$ cat src/rtl/cpu_pkg.sv
// Shared CPU datapath types and constants for the register file and its scoreboard.
// Combinational helper only; carries no state or flow control.
package cpu_pkg;
  localparam int REG_W      = 32;
  localparam int NUM_REGS   = 16;
  localparam int REG_ADDR_W = 4;

  typedef logic [REG_ADDR_W-1:0] reg_addr_t;
  typedef logic [REG_W-1:0]      reg_word_t;

  function automatic logic [REG_ADDR_W:0] popcount_regs(input logic [NUM_REGS-1:0] v);
    logic [REG_ADDR_W:0] cnt;
    cnt = '0;
    for (int i = 0; i < NUM_REGS; i++) cnt = cnt + {{REG_ADDR_W{1'b0}}, v[i]};
    return cnt;
  endfunction
endpackage

$ cat src/rtl/reg_scoreboard.sv
// Busy-bit scoreboard: one bit per register, set on issue, cleared on writeback; new issue wins.
// busy/pending_cnt update one edge after the strobes; hazard is combinational; no backpressure.
module reg_scoreboard
  import cpu_pkg::*;
#(
  parameter bit ZERO_REG = 1'b1
) (
  input  logic                  clk,
  input  logic                  rst,
  input  logic                  we,
  input  reg_addr_t             waddr,
  input  logic                  issue_valid,
  input  reg_addr_t             issue_dest,
  input  reg_addr_t             rs_a,
  input  reg_addr_t             rs_b,
  output logic [NUM_REGS-1:0]   busy,
  output logic                  hazard,
  output logic [REG_ADDR_W:0]   pending_cnt
);
  logic [NUM_REGS-1:0] busy_q, busy_d;
  logic [REG_ADDR_W:0] cnt_q, cnt_d;

  always_comb begin
    busy_d = busy_q;
    for (int n = 0; n < NUM_REGS; n++) begin
      if (issue_valid && issue_dest == reg_addr_t'(n) && !(ZERO_REG && n == 0))
        busy_d[n] = 1'b1;
      else if (we && waddr == reg_addr_t'(n))
        busy_d[n] = 1'b0;
    end
  end

  // Counting the next state keeps pending_cnt aligned with busy on the same edge.
  assign cnt_d = popcount_regs(busy_d);

  always_ff @(posedge clk or posedge rst) begin
    if (rst) begin
      busy_q <= '0;
      cnt_q  <= '0;
    end else begin
      busy_q <= busy_d;
      cnt_q  <= cnt_d;
    end
  end

  assign busy        = busy_q;
  assign pending_cnt = cnt_q;
  // busy_q[0] can never be set when ZERO_REG, so a source of 0 never raises hazard.
  assign hazard      = busy_q[rs_a] | busy_q[rs_b];
endmodule

$ cat src/rtl/reg_bank16.sv
// 16-entry register bank feeding the read-select mux, with busy scoreboard for RAW stalls.
// Writes visible one cycle after the edge (no bypass); strobe-only interface, no backpressure.
module reg_bank16
  import cpu_pkg::*;
#(
  parameter int DATA_W   = REG_W,
  parameter bit ZERO_REG = 1'b1
) (
  input  logic                  clk,
  input  logic                  rst,
  input  logic                  we,
  input  logic [REG_ADDR_W-1:0] waddr,
  input  logic [DATA_W-1:0]     wdata,
  input  logic                  issue_valid,
  input  logic [REG_ADDR_W-1:0] issue_dest,
  input  logic [REG_ADDR_W-1:0] rs_a,
  input  logic [REG_ADDR_W-1:0] rs_b,
  output logic [DATA_W-1:0]     r0_q,
  output logic [DATA_W-1:0]     r1_q,
  output logic [DATA_W-1:0]     r2_q,
  output logic [DATA_W-1:0]     r3_q,
  output logic [DATA_W-1:0]     r4_q,
  output logic [DATA_W-1:0]     r5_q,
  output logic [DATA_W-1:0]     r6_q,
  output logic [DATA_W-1:0]     r7_q,
  output logic [DATA_W-1:0]     r8_q,
  output logic [DATA_W-1:0]     r9_q,
  output logic [DATA_W-1:0]     r10_q,
  output logic [DATA_W-1:0]     r11_q,
  output logic [DATA_W-1:0]     r12_q,
  output logic [DATA_W-1:0]     r13_q,
  output logic [DATA_W-1:0]     r14_q,
  output logic [DATA_W-1:0]     r15_q,
  output logic [NUM_REGS-1:0]   busy,
  output logic                  hazard,
  output logic [REG_ADDR_W:0]   pending_cnt
);
  logic [DATA_W-1:0] regs_q [NUM_REGS];
  logic              wr_en;

  // Dropping register-0 writes keeps r0 at its reset value of zero.
  assign wr_en = we && !(ZERO_REG && waddr == '0);

  always_ff @(posedge clk or posedge rst) begin
    if (rst) begin
      for (int i = 0; i < NUM_REGS; i++) regs_q[i] <= '0;
    end else if (wr_en) begin
      regs_q[waddr] <= wdata;
    end
  end

  assign r0_q  = regs_q[0];
  assign r1_q  = regs_q[1];
  assign r2_q  = regs_q[2];
  assign r3_q  = regs_q[3];
  assign r4_q  = regs_q[4];
  assign r5_q  = regs_q[5];
  assign r6_q  = regs_q[6];
  assign r7_q  = regs_q[7];
  assign r8_q  = regs_q[8];
  assign r9_q  = regs_q[9];
  assign r10_q = regs_q[10];
  assign r11_q = regs_q[11];
  assign r12_q = regs_q[12];
  assign r13_q = regs_q[13];
  assign r14_q = regs_q[14];
  assign r15_q = regs_q[15];

  reg_scoreboard #(
    .ZERO_REG (ZERO_REG)
  ) u_sb (
    .clk         (clk),
    .rst         (rst),
    .we          (we),
    .waddr       (waddr),
    .issue_valid (issue_valid),
    .issue_dest  (issue_dest),
    .rs_a        (rs_a),
    .rs_b        (rs_b),
    .busy        (busy),
    .hazard      (hazard),
    .pending_cnt (pending_cnt)
  );
endmodule

$ cat config.mk
export PLATFORM = sky130hd
export DESIGN_NAME = reg_bank16
export DESIGN_NICKNAME = d
export VERILOG_FILES = /design/src/rtl/cpu_pkg.sv /design/src/rtl/reg_scoreboard.sv /design/src/rtl/reg_bank16.sv
export SDC_FILE = /design/constraint.sdc
export NUM_CORES = 1
export LEC_CHECK = 0
export ABC_CLOCK_PERIOD_IN_PS = 43500
export BUFFER_PORTS_ARGS = -buffer_cell sky130_fd_sc_hd__buf_2
export CAP_MARGIN = 40
export CORE_UTILIZATION = 30
export CTS_BUF_LIST = sky130_fd_sc_hd__clkbuf_4 sky130_fd_sc_hd__clkbuf_8
export CTS_CLUSTER_SIZE = 28
export DETAILED_ROUTE_END_ITERATION = 10
export SLEW_MARGIN = 20
export SYNTH_ARGS = -nofsm -noshare
export SYNTH_HDL_FRONTEND = slang
export SYNTH_SLANG_ARGS = --single-unit
$ cat constraint.sdc
create_clock -name clk -period 43.5 [get_ports clk]
set_clock_uncertainty 0.15 [all_clocks]
set_input_delay 2.175 -clock clk [delete_from_list [all_inputs] [get_ports clk]]
set_output_delay 2.175 -clock clk [all_outputs]
set_load 0.05 [all_outputs]
Yosys cells after proc, flatten, opt, wreduce, memory -nomap -nowiden
Index checks and enable logic that the tools add are counted.

storage, ports and cells
  output and inout port bits = 534
  register bits = 533
  input port bits = 52
  word-level logic and storage cells = 142

operators by class
  order comparisons = 4
  muxes and demuxes = 38
  reduce and logical (&&, ||, !) cells = 35
  eq/ne operators = 30
  $add $sub $neg = 15
  bitwise operators = 2

operators by type and width
  cell                number
  $bwmux 512          1
  $demux 32 s4        1
  $add 5x1->5         14
  $eq 4x4->1 const B  16
  $logic_and 1x1->1   33
  $mux 1              33
  $eq 4x3->1 const B  8
  $mux 32             1
  $eq 4x2->1 const B  4
  $lt 4x5->1 const B  2
  $bmux 1 s4          2
  $eq 4x1->1 const B  2
  $ge 5x5->1 const B  1
  $lt 5x1->1 const B  1
  $not 4->5           1
  $logic_not 4->1     1
  $add 1x1->2         1
  $logic_not 1->1     1
  $or 1x1->1          1

Depth between registers and ports, before layout
  word-level depth = 19
  gate-level depth with buffers = 18
  depth with buffers taken out = 16

Hierarchy
From an unflattened synthesis, not the netlist that was laid out.

second synthesis, totals
  cell total of the unflattened synthesis = 1,258
  area, all modules = 20,333.3 um^2

modules (own cells, without submodules)
  module          seq. area each (um^2)  cells an instance  area each (um^2)  instances
  reg_bank16      12,812.3               1,130              18,873.1          1
  reg_scoreboard  525.5                  128                1,460.2           1

Worst setup path before layout
Ideal clock, no wire load.

  kind = input-to-reg
  start point = input waddr[0]
  end point = register u_sb.cnt_q[1] (netlist: u_sb.pending_cnt[1])
  cell stages on the path = 16
  buffers on the path = 2
  library setup time = 0.064 ns
  setup slack = 36.929 ns
  data required time = 43.286 ns
  arrival time = 6.357 ns
  path through = buf_2 nor2b_1 nand2_1 buf_2 a22o_1 ha_1 inv_1 fa_1 fa_1 fa_1 fa_1 inv_1 fa_1 inv_1 fa_1 inv_1

on the way
  cells in the longest elaborated chain, start to end = 19
  elaborated cells between the ends (all ways) = 78
  those cells by class = add/sub (15); eq/ne (15); mux (31); reduce/logical (17)

RTL lines
  what                       RTL line              text
  start: declaration         reg_bank16.sv:12      input logic [REG_ADDR_W-1:0] waddr,
  $eq 4x1->1                 reg_scoreboard.sv:28  else if (we && waddr == reg_addr_t'(n))
  $logic_and 1x1->1          reg_scoreboard.sv:28
  $mux 1                     reg_scoreboard.sv:28
  $mux 1                     reg_scoreboard.sv:26  if (issue_valid && issue_dest == reg_addr_t'(n) && !(ZERO_REG && n == 0))
  via u_sb.busy_d[1]         reg_scoreboard.sv:20  logic [NUM_REGS-1:0] busy_q, busy_d;
  $add 1x1->2                cpu_pkg.sv:14         for (int i = 0; i < NUM_REGS; i++) cnt = cnt + {{REG_ADDR_W{1'b0}}, v[i]};
  $add 5x1->5 (14 in a row)  cpu_pkg.sv:14
  via u_sb.cnt_d[1]          reg_scoreboard.sv:21  logic [REG_ADDR_W:0] cnt_q, cnt_d;
  end signal: assignment     reg_scoreboard.sv:42  cnt_q <= cnt_d;
  end: declaration           reg_scoreboard.sv:21

The timed path passes the listed nets, and every way through them passes these cells.
A chain may end at the register's enable or synchronous reset.

Worst setup path in the final report
  start point = input waddr[3]
  end point = register u_sb.cnt_q[1] (netlist: u_sb.pending_cnt[1])

Same word-level chain as after synthesis.

==> results.md <==
- Status: completed
- Post-synth top area cell: dfrtp_1
- Overflow after GRT: 0
- Max cap viols: 0
- Vias in the first global route: 13739
- Startpoint types: input pin
- Post-CTS sizing: 0
- Antenna violations before repair: 1
- Number of placement rows: 95
- Die height: 262.4 um
- First-pass GRT wire length: 93270 um
- Die ar.: 0.06885 mm^2
- CTS tree: done
- Total GRT Usage: 18.27%
- Hold Path Class: flip-flop to flip-flop
- Top sig layer: met4
- Hold Crit Start: r0_q[25]
- Worst reg-to-reg setup slack: 39030 ps
- CP Launch Point: waddr[3]
- Crit-path cells: buf_2 -> nor3b_2 -> nand2_2 -> a22o_1 -> ha_1 -> inv_1 -> fa_1 -> fa_1 -> fa_1 -> fa_1 -> inv_1 -> fa_1 -> inv_1 -> fa_1 -> inv_1
- CTS root buffer: clkbuf_8
- Core Area: 0.06716 mm^2
- Routed vias: 13048
- Hold_ws: 220.1 ps
- Max FO, Critical Path: 12
- Met1 WL: 25510 um
- Layout cells sized above 1: 65.93%
- Final period util: 14.53%
- Share of the synthesized area in the top cell type: 65.57%
- Number of H-tree levels: 3
- DRT iter0 DRCs: 601
- Post-synth ARST share: 100.0%
- Final nets: 1902
- Final Max Tran Viols: 0
- Routability cong.: 0.8787
- Share of the yosys chip area belonging to registers: 65.57%
- Most frequent CP cell: fa_1
- Yosys cell types: 39
- Synth top area cells: dfrtp_1 (66%), mux2_2 (25%), mux2_1 (1.3%), clkbuf_1 (1.2%), fa_1 (0.98%)
- CP required: 43950 ps
- Worst-skew pair later-pin latency: 660 ps
- # setup viols final: 0
- Pleak: 0.01299 uW
- CTS max path bufs: 3
- DRC viols: 0
- Largest stage delay, worst path: 540 ps
- Final hold vios: 0
- Drt via density: 4.683
- Slowest cell on crit path: fa_1
- IO Port Bufs: 585
- Clock Sink Count: 533
- Pre-Repair DR Iteration Count: 4
- Mapped Cells: 1249
- Metal3 WL: 3987 um
- Seq cells post-synth: 533
- Mapped Avg Cell Area: 16.29 um^2
- Chip Width: 262.4 um
- Crit path DAT: 6770 ps
- RSZ-0062 raised after global routing: false
- Total Neg Setup Slack: 0 ps
- Post-CTS Setup Repair Bufs: 0
- Worst slew margin: 29.94%
- DP HPWL: 43410 um
- Antenna Nets Post-Route: 0
- WL/cell: 22.80 um
- Worst slew pin tran: 1051 ps
- Top_reg_cell synth: dfrtp_1
- Total CTS buffers: 93
- CP endpoint kind: flip-flop
- VDD IR max: 0.03117 mV
- Reg2reg start: u_sb.busy[0]
- Largest net degree at the start of global routing: 175
- Post-Syn Nets: 1316
- # IOs: 586
- Syn-to-layout area delta: 28.91%
- Clk slew on worst S/H paths: 60 ps
- Critical path type: input pin to flip-flop
- Fmax: 158.2 MHz
- Final WL: 63520 um
- Initial core utilization: 30.29%
- Post-layout min period: 6320 ps
- EDFF count, synth: 0
- CTS hold repair buffers: 0
- Met2 Routed Length: 31680 um
- Synth warn: 0
- PD cells: 72.91 mW/mm^2
- Post-synthesis cell area: 0.02034 mm^2
[path summary, 6_finish.rpt]
path,to,cells after the start
max in group asynchronous,r0_q[15],4
max reg2reg,u_sb.pending_cnt[1],12
min,r0_q[25],0
min reg2reg,r0_q[25],0
min in group asynchronous,r9_q[16],2
max,u_sb.pending_cnt[1],15
[Yosys cell counts, types with 3 or more instances]
library cell	number
nand2_1	17
a32o_1	3
ha_1	5
mux2_1	24
buf_6	3
buf_4	18
mux2_2	457
nand3_1	3
nor2b_1	6
dfrtp_1	533
and3_1	3
buf_2	28
o21ai_0	8
nor2_1	5
mux4_2	8
fa_1	10
a22o_1	6
inv_1	18
nor2_2	4
clkbuf_1	64
mux2i_1	3
[cells by family (layout without fill, tap and decap cells)]
kind of cell / Yosys count / count (layout) / synth area share (%)
AO/OA/AOI/OAI: 24 / 24 / 0.8550
XOR/XNOR: 2 / 2 / 0.08613
adder cells (fa/ha/maj): 15 / 15 / 1.292
buffers and inverters: 132 / 794 / 3.051
flip-flops: 533 / 533 / 65.57
multiplexers: 492 / 492 / 27.66
other: 0 / 2 / 0
AND/OR/NAND/NOR: 51 / 51 / 1.488
[layout by cell type, fill, tap and decap left out, drive strengths merged, types with 3 or more instances in the layout]
cell    synthesis  final
a32o            3      3
ha              5      5
o21ai           8      8
nor2b           6      6
a22o            6      6
nand2b          3      3
mux2i           3      3
buf            49    604
fa             10     10
nand3           4      4
nor2           11     11
nand2          17     17
mux4            8      8
clkbuf         64    149
clkinv          0     12
mux2          481    481
bufinv          0      5
inv            19     22
dfrtp         533    533
and3            3      3
[critical path, delay by kind of cell]
kind            cells  cell delay (ps)
fa+ha+maj           7             3140
simple gates        2              730
buf+inv             5              390
compound gates      1              320
[layer usage]
| layer | vias up | GRT usage, % |
|---|---|---|
| li1 | 5520 | - |
| met1 | 6900 | 21.98 |
| met2 | 504 | 31.10 |
| met3 | 124 | 4.282 |
| met4 | 0 | 8.156 |
| met5 | - | 0 |
[registers in the layout (all words and copies together) (netlist names)]
signal / count
r4_q: 32
r3_q: 32
r7_q: 32
r2_q: 32
r0_q: 32
r9_q: 32
u_sb.pending_cnt: 5
u_sb.busy: 16
r13_q: 32
r14_q: 32
r8_q: 32
r11_q: 32
r12_q: 32
r1_q: 32
r15_q: 32
r5_q: 32
r10_q: 32
r6_q: 32
[cell type report]
class | count | area, um^2
Antenna cell | 2 | 5.005
Clock buffer | 149 | 1857
Clock inverter | 22 | 274.0
Fill cell | 6320 | 40930
Inverter | 19 | 78.83
Multi-Input combinational cell | 584 | 6431
Sequential cell | 533 | 13340
Tap cell | 873 | 1092
Timing Repair Buffer | 604 | 3148
[power by group]
group	switching [uW]	internal, uW	leakage, uW	total [uW]
Sequential	55.8	607	0.00659	662
Combinational	551	186	0.00527	737
Clock	211	302	0.00113	513
[per-stage QoR]
step / power, uW / utilization [%] / std cells / setup WS, ps / instance area, um^2
global placement: 1400 / 35.74 / 2609 / 36070 / 24010
CTS: 1936 / 39.04 / 2784 / 37250 / 26220
floorplan: 1218 / - / 1249 / 26280 / 20340
finish: 1912 / 39.05 / 2786 / 37180 / 26220
global route: 1999 / 39.04 / 2785 / 36980 / 26220
detailed placement: 1413 / 35.87 / 2613 / 36500 / 24090
No activity file was read; power rests on OpenSTA's default activity.
